--- src/rtl/motor_pulse_driver.sv ---
// Dual-channel motor pulse driver: emits a command's worth of fixed-length
// PWM frames on two outputs, with abort, completion strobe and frame count.
module motor_pulse_driver #(
   parameter int FRAME_CYCLES = 1000000
) (
   input  logic        iClk,
   input  logic        iRST,
   input  logic [20:0] iLeftWidth,
   input  logic [20:0] iRightWidth,
   input  logic [9:0]  iNumPulses,
   input  logic        iStart,
   input  logic        iStop,
   output logic        oLeftPWM,
   output logic        oRightPWM,
   output logic        oBusy,
   output logic        oDone,
   output logic [9:0]  oPulseCount
);

   localparam logic [20:0] FRAME_LEN  = 21'(FRAME_CYCLES);
   localparam logic [20:0] FRAME_LAST = 21'(FRAME_CYCLES - 1);

   typedef enum logic {IDLE, RUN} state_t;

   state_t      r_state, w_state;
   logic [20:0] r_cnt, w_cnt;
   logic [20:0] r_lw, w_lw;
   logic [20:0] r_rw, w_rw;
   logic [9:0]  r_n, w_n;
   logic [9:0]  r_count, w_count;
   logic        r_pwm_l, w_pwm_l;
   logic        r_pwm_r, w_pwm_r;
   logic        r_done, w_done;
   logic [20:0] w_clamp_l, w_clamp_r;
   logic [20:0] w_cnt_inc;

   // State and output registers; reset clears everything asynchronously
   always_ff @(posedge iClk or posedge iRST) begin
      if (iRST) begin
         r_state <= IDLE;
         r_cnt   <= '0;
         r_lw    <= '0;
         r_rw    <= '0;
         r_n     <= '0;
         r_count <= '0;
         r_pwm_l <= 1'b0;
         r_pwm_r <= 1'b0;
         r_done  <= 1'b0;
      end else begin
         r_state <= w_state;
         r_cnt   <= w_cnt;
         r_lw    <= w_lw;
         r_rw    <= w_rw;
         r_n     <= w_n;
         r_count <= w_count;
         r_pwm_l <= w_pwm_l;
         r_pwm_r <= w_pwm_r;
         r_done  <= w_done;
      end
   end

   // Next-state logic; PWM outputs are computed from the next counter value
   // so the registered outputs line up with the counter cycle they describe
   always_comb begin
      w_state   = r_state;
      w_cnt     = r_cnt;
      w_lw      = r_lw;
      w_rw      = r_rw;
      w_n       = r_n;
      w_count   = r_count;
      w_pwm_l   = 1'b0;
      w_pwm_r   = 1'b0;
      w_done    = 1'b0;
      w_clamp_l = (iLeftWidth  > FRAME_LEN) ? FRAME_LEN : iLeftWidth;
      w_clamp_r = (iRightWidth > FRAME_LEN) ? FRAME_LEN : iRightWidth;
      w_cnt_inc = r_cnt + 21'd1;

      case (r_state)
         IDLE: begin
            if (iStart && !iStop) begin
               w_count = '0;
               if (iNumPulses == '0) begin
                  w_done = 1'b1;
               end else begin
                  w_state = RUN;
                  w_cnt   = '0;
                  w_lw    = w_clamp_l;
                  w_rw    = w_clamp_r;
                  w_n     = iNumPulses;
                  w_pwm_l = (w_clamp_l != '0);
                  w_pwm_r = (w_clamp_r != '0);
               end
            end
         end
         RUN: begin
            if (iStop) begin
               w_state = IDLE;
               w_cnt   = '0;
            end else if (r_cnt == FRAME_LAST) begin
               w_count = r_count + 10'd1;
               w_cnt   = '0;
               if (r_count + 10'd1 == r_n) begin
                  w_state = IDLE;
                  w_done  = 1'b1;
               end else begin
                  w_pwm_l = (r_lw != '0);
                  w_pwm_r = (r_rw != '0);
               end
            end else begin
               w_cnt   = w_cnt_inc;
               w_pwm_l = (w_cnt_inc < r_lw);
               w_pwm_r = (w_cnt_inc < r_rw);
            end
         end
         default: begin
            w_state = IDLE;
         end
      endcase
   end

   assign oLeftPWM    = r_pwm_l;
   assign oRightPWM   = r_pwm_r;
   assign oBusy       = (r_state == RUN);
   assign oDone       = r_done;
   assign oPulseCount = r_count;

endmodule

--- config.mk ---
export PLATFORM = sky130hd
export DESIGN_NAME = motor_pulse_driver
export DESIGN_NICKNAME = d
export VERILOG_FILES = /design/src/rtl/motor_pulse_driver.sv
export SDC_FILE = /design/constraint.sdc
export NUM_CORES = 1
export LEC_CHECK = 0
export ABC_AREA = 1
export CORE_ASPECT_RATIO = 2
export CORE_MARGIN = 3
export CORE_UTILIZATION = 55
export CTS_CLUSTER_SIZE = 25
export DETAILED_ROUTE_END_ITERATION = 16
export PLACE_DENSITY_LB_ADDON = 0.15
export SYNTH_ARGS = -nofsm -noshare
export SYNTH_HDL_FRONTEND = slang
export SYNTH_SLANG_ARGS = --single-unit
--- constraint.sdc ---
create_clock -name iClk -period 3.6 [get_ports iClk]
set_clock_uncertainty 0.1 [all_clocks]
set_input_delay 1.08 -clock iClk [delete_from_list [all_inputs] [get_ports iClk]]
set_output_delay 1.08 -clock iClk [all_outputs]
set_load 0.02 [all_outputs]
# After elaboration in Yosys (flattened, before gate mapping)

Index checks and enable logic that the tools add are counted.

Flip-flop bits (word level): 87
Output and inout port bits: 14

Add/subtract/negate cells: 2
Order comparisons: 4
Equal/unequal tests: 6
Mux-type cells: 35
Bitwise gates (word level): 2
Reductions and logical operators: 10

Operators with widths:

| operator              | number |
|---|---|
| $mux 21               | 6 |
| $reduce_bool 21->1    | 4 |
| $gt 21x20->1 const B  | 2 |
| $lt 21x21->1          | 2 |
| $pmux 21 s2           | 1 |
| $mux 10               | 3 |
| $add 21x1->21 const B | 1 |
| $eq 21x20->1 const B  | 1 |
| $mux 1                | 20 |
| $pmux 10 s2           | 1 |
| $add 10x1->10 const B | 1 |
| $eq 10x10->1          | 1 |
| $logic_not 10->1      | 1 |
| $pmux 1 s2            | 4 |
| $ne 2x2->1 const B    | 3 |
| $reduce_and 3->1      | 2 |
| $ne 2x1->1 const B    | 1 |
| $not 1->1             | 2 |
| $reduce_and 2->1      | 1 |
| $logic_and 1x1->1     | 1 |
| $logic_not 1->1       | 1 |

# Longest topological paths before layout

Gate-level depths: netlist of run 1.

Depth in word-level cells: 6
Gate-level depth with buffers: 20

# Worst setup path after synthesis of run 1

No wires, ideal clock.

Path kind: register to register
From: register r_cnt[0]
To: register r_pwm_r, in the netlist oRightPWM
Library setup time: 0.118 ns
Arrival time: 2.328 ns
Setup slack: 1.054 ns
Cell stages (with the launch flop): 18
Buffers on the path: 0
Clock period less this slack: 2.546 ns
Cells stage by stage: dfrtp_1 ha_1 nand3_1 inv_1 nand2_1 nor3b_2 xor2_1 inv_1 ha_1 nand2_1 inv_1 nand4_1 nor2_1 nand3_1 nand3_1 nand2_1 nand3_1 nand2_1

Longest elaborated chain between the ends: 5
Elaborated cells on any way between the ends: 6
Those cells by class: add/sub: 1; order compare: 1; eq/ne: 1; mux: 3

Ends and longest elaborated chain:

| item                     | line | RTL |
|---|---|---|
| start: declaration       | 26   | `logic [20:0] r_cnt, w_cnt;` |
| start signal: assignment | 51   | `r_cnt <= w_cnt;` |
| $add 21x1->21            | 76   | `w_cnt_inc = r_cnt + 21'd1;` |
| $lt 21x21->1             | 112  | `w_pwm_r = (w_cnt_inc < r_rw);` |
| $mux 1 *                 | 99   | `end else if (r_cnt == FRAME_LAST) begin` |
| $mux 1 *                 | 96   | `if (iStop) begin` |
| $pmux 1 s2 *             | 78   | `case (r_state)` |
| net w_pwm_r              | 32   | `logic r_pwm_r, w_pwm_r;` |
| end signal: assignment   | 57   | `r_pwm_r <= w_pwm_r;` |
| end: declaration         | 32   |  |

The timed path passes the listed nets; every way through them passes the cells marked *.
A chain may end at the register's enable or synchronous reset.

# Final worst setup path of run 1

Same ends and word-level chain as after synthesis.

==> results of run 1 <==
[final timing paths]
path                                   to      from  slack, ps
worst max-delay path            oRightPWM  r_cnt[0]        420
min in group asynchronous        r_lw[12]      iRST       1050
worst max register to register  oRightPWM  r_cnt[0]        420
worst min-delay path             r_rw[19]  r_rw[19]        400
worst min register to register   r_rw[19]  r_rw[19]        400
max in group asynchronous        r_cnt[7]      iRST       1980
[kinds of logic (layout without fill, tap and decap cells)]
group | after synthesis | in the layout | synth area share (%)
buffers and inverters | 169 | 247 | 11.4
AND/OR/NAND/NOR | 346 | 346 | 27.5
adder cells (fa/ha/maj) | 42 | 42 | 8.87
XOR/XNOR | 13 | 13 | 2.15
AO/OA/AOI/OAI | 122 | 122 | 13.3
flip-flops | 87 | 87 | 36.8
[synthesized netlist by cell type, types with 2 or more instances]
| cell | instances |
|---|---|
| nand2_1 | 164 |
| inv_1 | 143 |
| dfrtp_1 | 87 |
| nor2_1 | 65 |
| ha_1 | 42 |
| nand3_1 | 40 |
| o21ai_0 | 35 |
| nand4_1 | 27 |
| a21oi_1 | 23 |
| o22ai_1 | 20 |
| inv_2 | 16 |
| o21ai_1 | 15 |
| o22ai_2 | 15 |
| xor2_1 | 12 |
| nor3_1 | 11 |
| a22oi_1 | 6 |
| nor2_2 | 6 |
| nand2_2 | 5 |
| nor3_2 | 5 |
| buf_6 | 4 |
| nand3_2 | 4 |
| nor2_4 | 4 |
| nor4_1 | 4 |
| buf_2 | 2 |
| buf_4 | 2 |
| clkbuf_1 | 2 |
| nand3b_1 | 2 |
| o21ai_2 | 2 |
| o21bai_1 | 2 |
| or2_1 | 2 |
[cell usage in the layout (no fill, tap or decap), drive strengths merged, types with 11 or more instances in the layout]
master and count:
a21oi 23, clkbuf 11, clkdlybuf4s50 69, dfrtp 87
ha 42, inv 158, nand2 170, nand3 44
nand4 28, nor2 76, nor3 17, o21ai 52
o22ai 35, xor2 12
[registers in the layout (all words and copies together) (netlist names)]
signal / flops
r_cnt: 21
r_lw: 21
r_rw: 21
oPulseCount: 10
r_n: 10
oBusy: 1
oDone: 1
oLeftPWM: 1
oRightPWM: 1
[worst max-delay path: stages (launching register included)]
cell     delay [ps]
dfrtp_1         500
ha_1            330
nand3_1         210
inv_1           130
nand2_1          90
nor3b_2         250
xor2_1          230
inv_1           100
ha_1            300
nand2_1          70
inv_1            50
nand4_1         120
nor2_1          160
nand3_1         100
nand3_1         100
nand2_1          50
nand3_1          90
nand2_1          70
[layout make-up]
type / instances / area, um^2
multi-input combinational: 523 / 3070
timing repair buffer: 72 / 738
sequential: 87 / 2180
inverter: 159 / 598
clock buffer: 11 / 243
tap: 137 / 171
fill: 877 / 3460
clock inverter: 5 / 81.3
[stage by stage]
step | cell area [um^2] | power (uW) | util [%] | hold slack, ps | cells
after floorplan | 5920 | 1580 | - | 353 | 779
after global placement | 6760 | 1790 | 64.1 | 377 | 978
after detailed placement | 6760 | 1810 | 64.1 | 389 | 978
after CTS | 7080 | 2830 | 67.2 | 403 | 994
after global routing | 7080 | 2960 | 67.2 | 429 | 994
final | 7080 | 2820 | 67.2 | 404 | 994
[where the power goes]
group          total [uW]  internal [uW]  switching (uW)
clock                1020            627             392
sequential           1150           1090            64.1
combinational         651            259             392
[layer usage]
metal	share of wire [%]	vias up	wire length (um)
met5	0	-	0
met4	7.4	0	1220
met2	54	153	8940
li1	-	2679	-
met3	3.2	67	529
met1	35	2579	5780
==> Flow_metrics.wiki, run 1 <==
{| class="wikitable"
! Metric !! Value
|-
| Class of the tightest hold or removal check || flip-flop to flip-flop
|-
| Boundary Pins || 70
|-
| Most congested layer reported by global routing || met2
|-
| Share of final-layout standard cells stronger than drive strength 1 || roughly a tenth
|-
| Remaining DRCs || 0
|-
| Worst Path Class, Setup || flip-flop to flip-flop
|-
| Clock insertion delay at the later pin of the skew report || about 350 ps
|-
| Wire length of the first global-routing pass || between 20 and 30 mm
|-
| Clock Sinks || just under 90
|-
| Cell accounting for the most synthesized area || dfrtp_1
|-
| F_max || around 310 MHz
|-
| Flip-flop and latch count after synthesis || between 80 and 90
|-
| Number of global-route vias before repair || between 5000 and 6000
|-
| Pre-Repair DR Iteration Count || 4
|-
| Area added between synthesis and finish || 19.5%
|-
| Top_reg_cell synth || dfrtp_1
|-
| Final Max Slew Viols || 0
|-
| Number of nets with antenna violations after detailed routing || 0
|-
| Post-Place Worst Slack || about 370 ps
|-
| Count of cells resized by post-cts repair || 0
|-
| Netlist area before placement || ~5900 um^2
|-
| Initial antenna violation count || 0
|-
| Standby leakage power || 0.00346 uW
|-
| Worst Setup Start Kind || flip-flop
|-
| Count of mapped cells out of synthesis || between 700 and 800
|-
| H-tree depth reported by CTS || 3
|-
| Number of cells traversed by the worst hold path || 2
|-
| Clock tree from TritonCTS || yes
|-
| CP max FO || 6
|-
| All-Layer GR Usage || between 20% and 30%
|-
| Post-route worst setup slack || 418 ps
|-
| Total via count in the routed design || 5478
|-
| Worst relative slew slack || 44.2%
|-
| Final clock period utilization by the worst path || a little under 90%
|-
| Post-DR wirelength/cell || about 17 um
|-
| Starting density of the core || between 50% and 60%
|-
| Top cell type's share of synthesized area || between 30% and 40%
|-
| Number of post-CTS setup repair buffers || 0
|-
| Unrepaired setup endpoints after global routing || false
|-
| Synth unique cells || 42
|-
| Area contributors post-synth || dfrtp_1 (37%), nand2_1 (10%), inv_1 (9.1%)
|-
| Req. time, crit path || approximately 3700 ps
|-
| Endpoints failing setup || 0
|-
| Core ar. || 10500 um^2
|-
| Met1 track demand over resource || 27.7%
|-
| Total CTS buffers || 9
|-
| Number of enable-type register cells in the synthesized netlist || 0
|-
| Number of vias per cell || between 5 and 6
|-
| Peak VDD IR || 0.344 mV
|-
| Crit path DAT || between 3000 and 4000 ps
|-
| Number of antenna cells inserted || 0
|-
| Avg Inst Size Synth || ~7.6 um^2
|-
| Starting DRC count in detailed routing || 276
|-
| Global Route met2 Usage || slightly above 50%
|-
| Final estimated routing congestion in global placement || ~0.9
|-
| Warnings, synthesis || 0
|-
| Final Critical Period || 3180 ps
|-
| Kind of capture point of the worst setup path || flip-flop
|-
| Wirelength, routed || about 16 mm
|-
| Die outline width || about 80 um
|-
| Sequential-to-total area share from yosys stat || between 30% and 40%
|-
| Worst Max-Slew Pin Slew || between 800 and 900 ps
|-
| Die height || 153 um
|-
| Power per cell area || 399 nW/um^2
|-
| Hold-fix buffer count after cts || 0
|-
| Maximum count of clock buffers along a single path || 2
|-
| Cell count of the worst reg-to-reg path || 17
|-
| Net count reported at finish || 950
|-
| Die area || 12100 um^2
|-
| Clock root buffer || clkbuf_16
|-
| Number of placement rows || between 50 and 60
|-
| Proportion of synthesized flip-flops having asynchronous set or reset || 100%
|-
| Setup TNS || 0 ps
|-
| Gr ovfl total || 0
|-
| Met3 usage || 4.38%
|-
| Fin. Hold Viols || 0
|-
| Worst-path clk slew || approximately 60 ps
|-
| Status || complete, no violations
|-
| Post-synth net total || roughly 880
|-
| HPWL after detailed placement || ~13 mm
|-
| Number of maximum-capacitance constraint violations || 0
|-
| Number of buffers added on ports || 69
|-
| Maximum number of pins on one net before global-route repair || just under 90
|}
No activity file was read; power rests on OpenSTA's default activity.
==> inputs of run 2 (changes only) <==
--- a/config.mk
+++ b/config.mk
@@ -5,7 +5,6 @@
 export SDC_FILE = /design/constraint.sdc
 export NUM_CORES = 1
 export LEC_CHECK = 0
-export ABC_AREA = 1
 export CORE_ASPECT_RATIO = 2
 export CORE_MARGIN = 3
 export CORE_UTILIZATION = 55
==> run 2 against run 1 <==
Compared with the run above:
- clock power increased by 7%
- routed wire length increased by 3.3%
- global-route usage increased by 3.0 points
- cell count decreased by 17%
- flip-flop and latch count unchanged
- worst setup slack got worse by 210 ps
- register-to-register slack got worse by 210 ps
- non-clock buffer count increased by 24
- sequential share of layout area increased by 1.3 points
- synthesized area decreased by 7.5%
- largest cell class unchanged
- largest power group unchanged
==> Flow_metrics.wiki, run 2 <==
{| class="wikitable"
! Metric !! Value
|-
| Status || complete, no violations
|-
| Warnings, synthesis || 0
|-
| H-tree depth reported by CTS || 3
|-
| Number of nets with antenna violations after detailed routing || 0
|-
| Core ar. || between 9000 and 10000 um^2
|-
| Fill cell instance count of the final layout || slightly below 800
|-
| Remaining DRCs || 0
|-
| Net count reported at finish || just under 800
|-
| Clock tree from TritonCTS || yes
|-
| Final Power || 2770 uW
|-
| Post-route design area || 6800 um^2
|-
| Worst Max-Slew Pin Slew || between 700 and 800 ps
|-
| Number of vias per cell || 6.32
|-
| Fin cells || about 830
|-
| Clock insertion delay at the later pin of the skew report || about 350 ps
|-
| All-Layer GR Usage || between 30% and 40%
|-
| Netlist area before placement || 5480 um^2
|-
| R2R Path Start || r_cnt[3]
|-
| Kind of capture point of the worst setup path || flip-flop
|-
| Total via count in the routed design || ~5200
|-
| Worst Setup Start Kind || flip-flop
|-
| Top post-synthesis cells by count || dfrtp_1 (87), nand2_1 (74), inv_1 (49)
|-
| Maximum number of pins on one net before global-route repair || 47
|-
| Post-route worst setup slack || about 210 ps
|-
| Post-synth net total || about 710
|-
| Req. time, crit path || around 3700 ps
|-
| Standby leakage power || 0.00311 uW
|-
| Power per cell area || around 410 nW/um^2
|-
| Synth unique cells || 54
|-
| HPWL after detailed placement || 13.2 mm
|-
| Area added between synthesis and finish || 24.1%
|-
| Number of enable-type register cells in the synthesized netlist || 0
|-
| Worst Path Class, Setup || flip-flop to flip-flop
|-
| Sequential-to-total area share from yosys stat || 39.7%
|-
| Worst-case hold path end point || r_n[6]
|-
| Share of final-layout standard cells stronger than drive strength 1 || around 8.2%
|-
| Wire length of the first global-routing pass || between 20 and 30 mm
|-
| Boundary Pins || 70
|-
| Cell count of the worst reg-to-reg path || 12
|-
| Die height || about 150 um
|-
| Number of global-route vias before repair || 5424
|-
| Worst-path clk slew || 60 ps
|-
| Final Critical Period || between 3000 and 4000 ps
|-
| Worst relative slew slack || 50.8%
|-
| Post-Place Worst Slack || -18.9 ps
|-
| Flip-flop and latch count after synthesis || between 80 and 90
|-
| Area contributors post-synth || dfrtp_1 (40%), ha_1 (9.6%), a22o_1 (5.1%)
|-
| Number of maximum-capacitance constraint violations || 0
|-
| Crit path DAT || 3530 ps
|-
| Count of mapped cells out of synthesis || approximately 600
|-
| Most common cell after layout, fill and taps aside || dfrtp_1
|-
| Pre-Repair DR Iteration Count || 11
|-
| Maximum count of clock buffers along a single path || 2
|-
| Initial antenna violation count || 0
|-
| Worst setup slack for register-to-register paths || around 210 ps
|-
| Cell count after placement || 809
|-
| Starting DRC count in detailed routing || just over 600
|-
| F_max || 295 MHz
|-
| Instance area after placement || around 6400 um^2
|-
| Proportion of synthesized flip-flops having asynchronous set or reset || 100%
|-
| Hold_sp || r_n[6]
|-
| Number of placement rows || 50
|-
| Top_reg_cell synth || dfrtp_1
|-
| Most frequent cell after synthesis || dfrtp_1
|-
| Total CTS buffers || 9
|-
| Endpoints failing setup || 0
|-
| Leading registers by flop count || r_cnt (21), r_lw (21), r_rw (21)
|-
| Clock root buffer || clkbuf_16
|-
| Number of antenna cells inserted || 0
|-
| Avg Inst Size Synth || between 8 and 9 um^2
|-
| Reg-to-Reg End || oLeftPWM
|-
| Number of cells traversed by the worst hold path || 2
|-
| Die area || between 10000 and 15000 um^2
|-
| CP max FO || 5
|-
| Top cell type's share of synthesized area || about two fifths
|-
| Cell accounting for the most synthesized area || dfrtp_1
|-
| Number of buffers added on ports || 69
|-
| Wirelength, routed || 17.0 mm
|-
| Final estimated routing congestion in global placement || ~1.1
|-
| Gr ovfl total || 0
|-
| Class of the tightest hold or removal check || flip-flop to flip-flop
|-
| Starting density of the core || ~58%
|-
| Fin. Hold Viols || 0
|-
| Post-DR wirelength/cell || 20.6 um
|-
| Final clock period utilization by the worst path || 94.2%
|-
| Commonest non-fill, non-tap cells in the layout || dfrtp_1 (85), nand2_1 (74), clkdlybuf4s50_1 (69), inv_1 (48)
|-
| Setup TNS || 0 ps
|-
| Peak VDD IR || around 0.28 mV
|-
| Final Max Slew Viols || 0
|-
| Clock Sinks || 87
|-
| Die outline width || roughly 77 um
|}
run 2: cell count changes in the layout (fill, tap and decap cells not counted), moves of 15 or more:
cell,change
nor2_1,-27
nand3_1,-21
inv_2,-16
a22o_1,+31
inv_1,-94
o22ai_1,-17
o22ai_2,-15
buf_4,+25
nand2_1,-90
nor4_1,+20
run 2: timing repair:
item | CTS | global route
hold buffers | 0 | 0
setup endpoints to repair | 1 | 2
gates resized for setup | 1 | 9
setup buffers | 0 | 2
gates cloned | 0 | 0
pin swaps | 0 | 3
run 2: cells by family after synthesis:
logic type,Yosys count,share of synthesized area (%)
flops,87,39.7
buf+inv,74,5.92
mux,2,0.365
simple gates,217,19.7
compound gates,157,19.7
fa+ha+maj,42,9.59
xor+xnor,31,4.96
run 2: layout make-up:
type | instances | area, um^2 | share of cell area, %
Multi-Input combinational cell | 449 | 3020 | 44.4
Inverter | 49 | 185 | 2.72
Timing Repair Buffer | 96 | 906 | 13.3
Clock inverter | 5 | 106 | 1.56
Tap cell | 130 | 163 | 2.39
Clock buffer | 10 | 239 | 3.52
Sequential cell | 87 | 2180 | 32.1
run 2: worst max path at each step:
stage	cells after the start	to	slack, ps	startpoint
floorplan	14	oLeftPWM	160	r_cnt[0]
global placement	13	oLeftPWM	180	r_cnt[0]
detailed placement	13	oLeftPWM	-20	r_cnt[0]
CTS	12	oLeftPWM	1	r_cnt[2]
global route	12	oLeftPWM	-30	r_cnt[7]
finish	12	oLeftPWM	210	r_cnt[3]
run 2: where the power goes:
part | internal [uW] | total (uW) | switching (uW)
clock network | 694 | 1090 | 398
registers | 1080 | 1160 | 85.9
logic | 232 | 517 | 284
total | 2000 | 2770 | 768
run 2: critical path: stages, from the launching register on:
cell,delay [ps]
dfrtp_1,420
nand3_1,130
or4_4,610
nor3_4,200
nand3_1,160
xnor2_1,190
ha_1,320
nand4_1,200
nor4_1,360
a22oi_1,110
a21oi_1,160
a311oi_1,70
a22o_1,250
run 2: per-layer routing:
metal / share of wire [%] / vias to the layer above / GRT usage [%]
li1: - / 2385 / -
met1: 33 / 2480 / 30.8
met2: 54 / 258 / 57.9
met3: 5.3 / 99 / 5.40
met4: 7.7 / 0 / 20.7
met5: 0 / - / 0
run 2: per-stage QoR:
step                hold WS (ps)  util [%]
global placement             385      67.2
detailed placement           396      67.2
finish                       410      71.5
floorplan                    365         -
CTS                          412      70.9
global route                 428      71.5
==> inputs of run 3 (changes only) <==
--- a/config.mk
+++ b/config.mk
@@ -5,7 +5,6 @@
 export SDC_FILE = /design/constraint.sdc
 export NUM_CORES = 1
 export LEC_CHECK = 0
-export CORE_ASPECT_RATIO = 2
 export CORE_MARGIN = 3
 export CORE_UTILIZATION = 55
 export CTS_CLUSTER_SIZE = 25
==> run 3 against run 2 <==
Compared with the run above:
- sequential share of layout area up 1.0 points
- flip-flop and latch count unchanged
- register-to-register slack worse by 30 ps
- sequential power about the same
- cell count down 1.6%
- critical path type unchanged
- critical endpoint is now oRightPWM
- highest routed layer unchanged
==> Flow_metrics.wiki, run 3 (synthesized netlist as in run 2, its figures left out) <==
{| class="wikitable"
! Metric !! Value
|-
| Maximum count of clock buffers along a single path || 2
|-
| Final clock period utilization by the worst path || roughly 95%
|-
| Post-Place Worst Slack || -7.72 ps
|-
| Post-DR wirelength/cell || between 15 and 20 um
|-
| Total CTS buffers || 9
|-
| Final Critical Period || about 3400 ps
|-
| Most congested layer reported by global routing || met2
|-
| Kind of capture point of the worst setup path || flip-flop
|-
| Die area || roughly 11000 um^2
|-
| Power per cell area || about 360 nW/um^2
|-
| Clock insertion delay at the later pin of the skew report || roughly 360 ps
|-
| Number of placement rows || 35
|-
| Post-route design area || between 6000 and 7000 um^2
|-
| Peak VDD IR || roughly 0.23 mV
|-
| Net count reported at finish || just under 800
|-
| Total via count in the routed design || a little over 5000
|-
| Standby leakage power || 0.00300 uW
|-
| Number of post-CTS setup repair buffers || 0
|-
| Number of buffers added on ports || 69
|-
| Timing startpoint of the critical path || r_cnt[0]
|-
| Final core utilization || between 60% and 70%
|-
| Number of antenna cells inserted || 0
|-
| Clock root buffer || clkbuf_8
|-
| Number of global-route vias before repair || 4892
|-
| Core ar. || 9460 um^2
|-
| All-Layer GR Usage || a little over a quarter
|-
| CP max FO || 7
|-
| Starting DRC count in detailed routing || approximately 320
|-
| Worst setup slack for register-to-register paths || around 180 ps
|-
| Worst Path Class, Setup || flip-flop to flip-flop
|-
| Starting density of the core || between 50% and 60%
|-
| Final estimated routing congestion in global placement || slightly above 0.9
|-
| Req. time, crit path || 3770 ps
|-
| Number of vias per cell || roughly 6.2
|-
| Combined flip-flop and latch cell area || about 2200 um^2
|-
| Pre-Repair DR Iteration Count || 7
|-
| Worst-path clk slew || roughly 80 ps
|-
| Global Route met2 Usage || between 40% and 50%
|-
| R2R Path Start || r_cnt[0]
|-
| Remaining DRCs || 0
|-
| Worst Max-Slew Pin Slew || about 800 ps
|-
| Worst relative slew slack || between 40% and 50%
|-
| Wire length of the first global-routing pass || approximately 24 mm
|-
| Number of maximum-capacitance constraint violations || 0
|-
| Clock tree from TritonCTS || yes
|-
| F_max || a little under 300 MHz
|-
| Cell count of the worst reg-to-reg path || 13
|-
| Leading registers by flop count || r_cnt (21), r_lw (21), r_rw (21)
|-
| Cell count after placement || 798
|-
| Critical Path Sink || oRightPWM
|-
| Fin. Hold Viols || 0
|-
| Final Max Slew Viols || 0
|-
| Gr ovfl total || 0
|-
| Unrepaired setup endpoints after global routing || false
|-
| Met1 track demand over resource || 38.0%
|-
| Wirelength, routed || approximately 15 mm
|-
| Worst Setup Start Kind || flip-flop
|-
| Area of combinational cells with multiple inputs || between 3000 and 4000 um^2
|-
| Share of final-layout standard cells stronger than drive strength 1 || between 6 and 7%
|-
| Clock Sinks || 87
|-
| Fill cell instance count of the final layout || about 780
|-
| H-tree depth reported by CTS || 3
|-
| Post-route worst setup slack || 177 ps
|-
| Status || complete, no violations
|-
| Most common cell after layout, fill and taps aside || dfrtp_1
|-
| Instance area after placement || between 6000 and 7000 um^2
|-
| Initial antenna violation count || 0
|-
| Commonest non-fill, non-tap cells in the layout || dfrtp_1 (86), nand2_1 (74), clkdlybuf4s50_1 (69), inv_1 (48)
|-
| Reg-to-Reg End || oRightPWM
|-
| Met3 usage || under 10%
|-
| Maximum number of pins on one net before global-route repair || 76
|-
| Crit path DAT || about 3600 ps
|-
| Class of the tightest hold or removal check || flip-flop to flip-flop
|-
| Area added between synthesis and finish || 20.3%
|-
| Boundary Pins || 70
|-
| Fin cells || a little over 800
|-
| Endpoints failing setup || 0
|-
| Number of nets with antenna violations after detailed routing || 0
|-
| HPWL after detailed placement || around 11 mm
|-
| Die height || about 110 um
|-
| Die outline width || between 100 and 150 um
|-
| Hold-fix buffer count after cts || 0
|}
-- run 3: layout make-up --
type                            instances  share of cell area [%]
Clock inverter                          4                    1.06
Clock buffer                           11                    2.15
Timing Repair Buffer                   84                    12.6
Sequential cell                        87                    33.1
Tap cell                              129                    2.45
Inverter                               49                    2.81
Multi-Input combinational cell        449                    45.9
-- run 3: worst max-delay path, cell delays in order (launching register included) --
cell	delay (ps)
dfrtp_2	440
ha_2	240
nand3_2	160
nor4_4	320
buf_4	180
nand2_1	80
xnor2_1	420
ha_1	340
a21oi_1	130
o21ai_0	110
a22o_1	250
nor4_2	230
a21oi_1	100
o31ai_1	220
-- run 3: how the worst min path moves through the flow --
stage | startpoint | endpoint | slack (ps) | depth (start not counted)
after global routing | r_rw[11] | r_rw[11] | 430 | 1
after CTS | r_rw[11] | r_rw[11] | 420 | 1
after detailed placement | r_rw[11] | r_rw[11] | 400 | 1
after global placement | r_rw[12] | r_rw[12] | 400 | 1
final | r_rw[11] | r_rw[11] | 410 | 1
after floorplan | r_n[1] | r_n[1] | 370 | 2
-- run 3: repair_timing --
action                     in CTS  in global routing
pin swaps                       0                  3
hold endpoints to repair        0                  0
setup endpoints to repair       1                  2
resized for setup               2                  9
-- run 3: stage by stage --
stage	hold slack [ps]	setup TNS (ps)	total power, uW
3_5_place_dp	401	-7.72	1660
3_3_place_gp	401	0	1640
4_1_cts	418	0	2390
5_1_grt	428	0	2510
2_1_floorplan	365	0	1450
6_report	411	0	2400
-- run 3: routing by layer --
layer  part of all wire, %  wire, um  vias to the layer above
li1                      -         -                     2360
met1                    46      6740                     2440
met2                    47      6900                      215
met3                   5.7       833                       24
met4                   1.7       246                        0
met5                     0         0                        -
-- run 3: power by group --
group | switching (uW) | internal [uW] | total, uW
Combinational | 264 | 226 | 490
Sequential | 85.6 | 1070 | 1160
Clock | 342 | 404 | 747
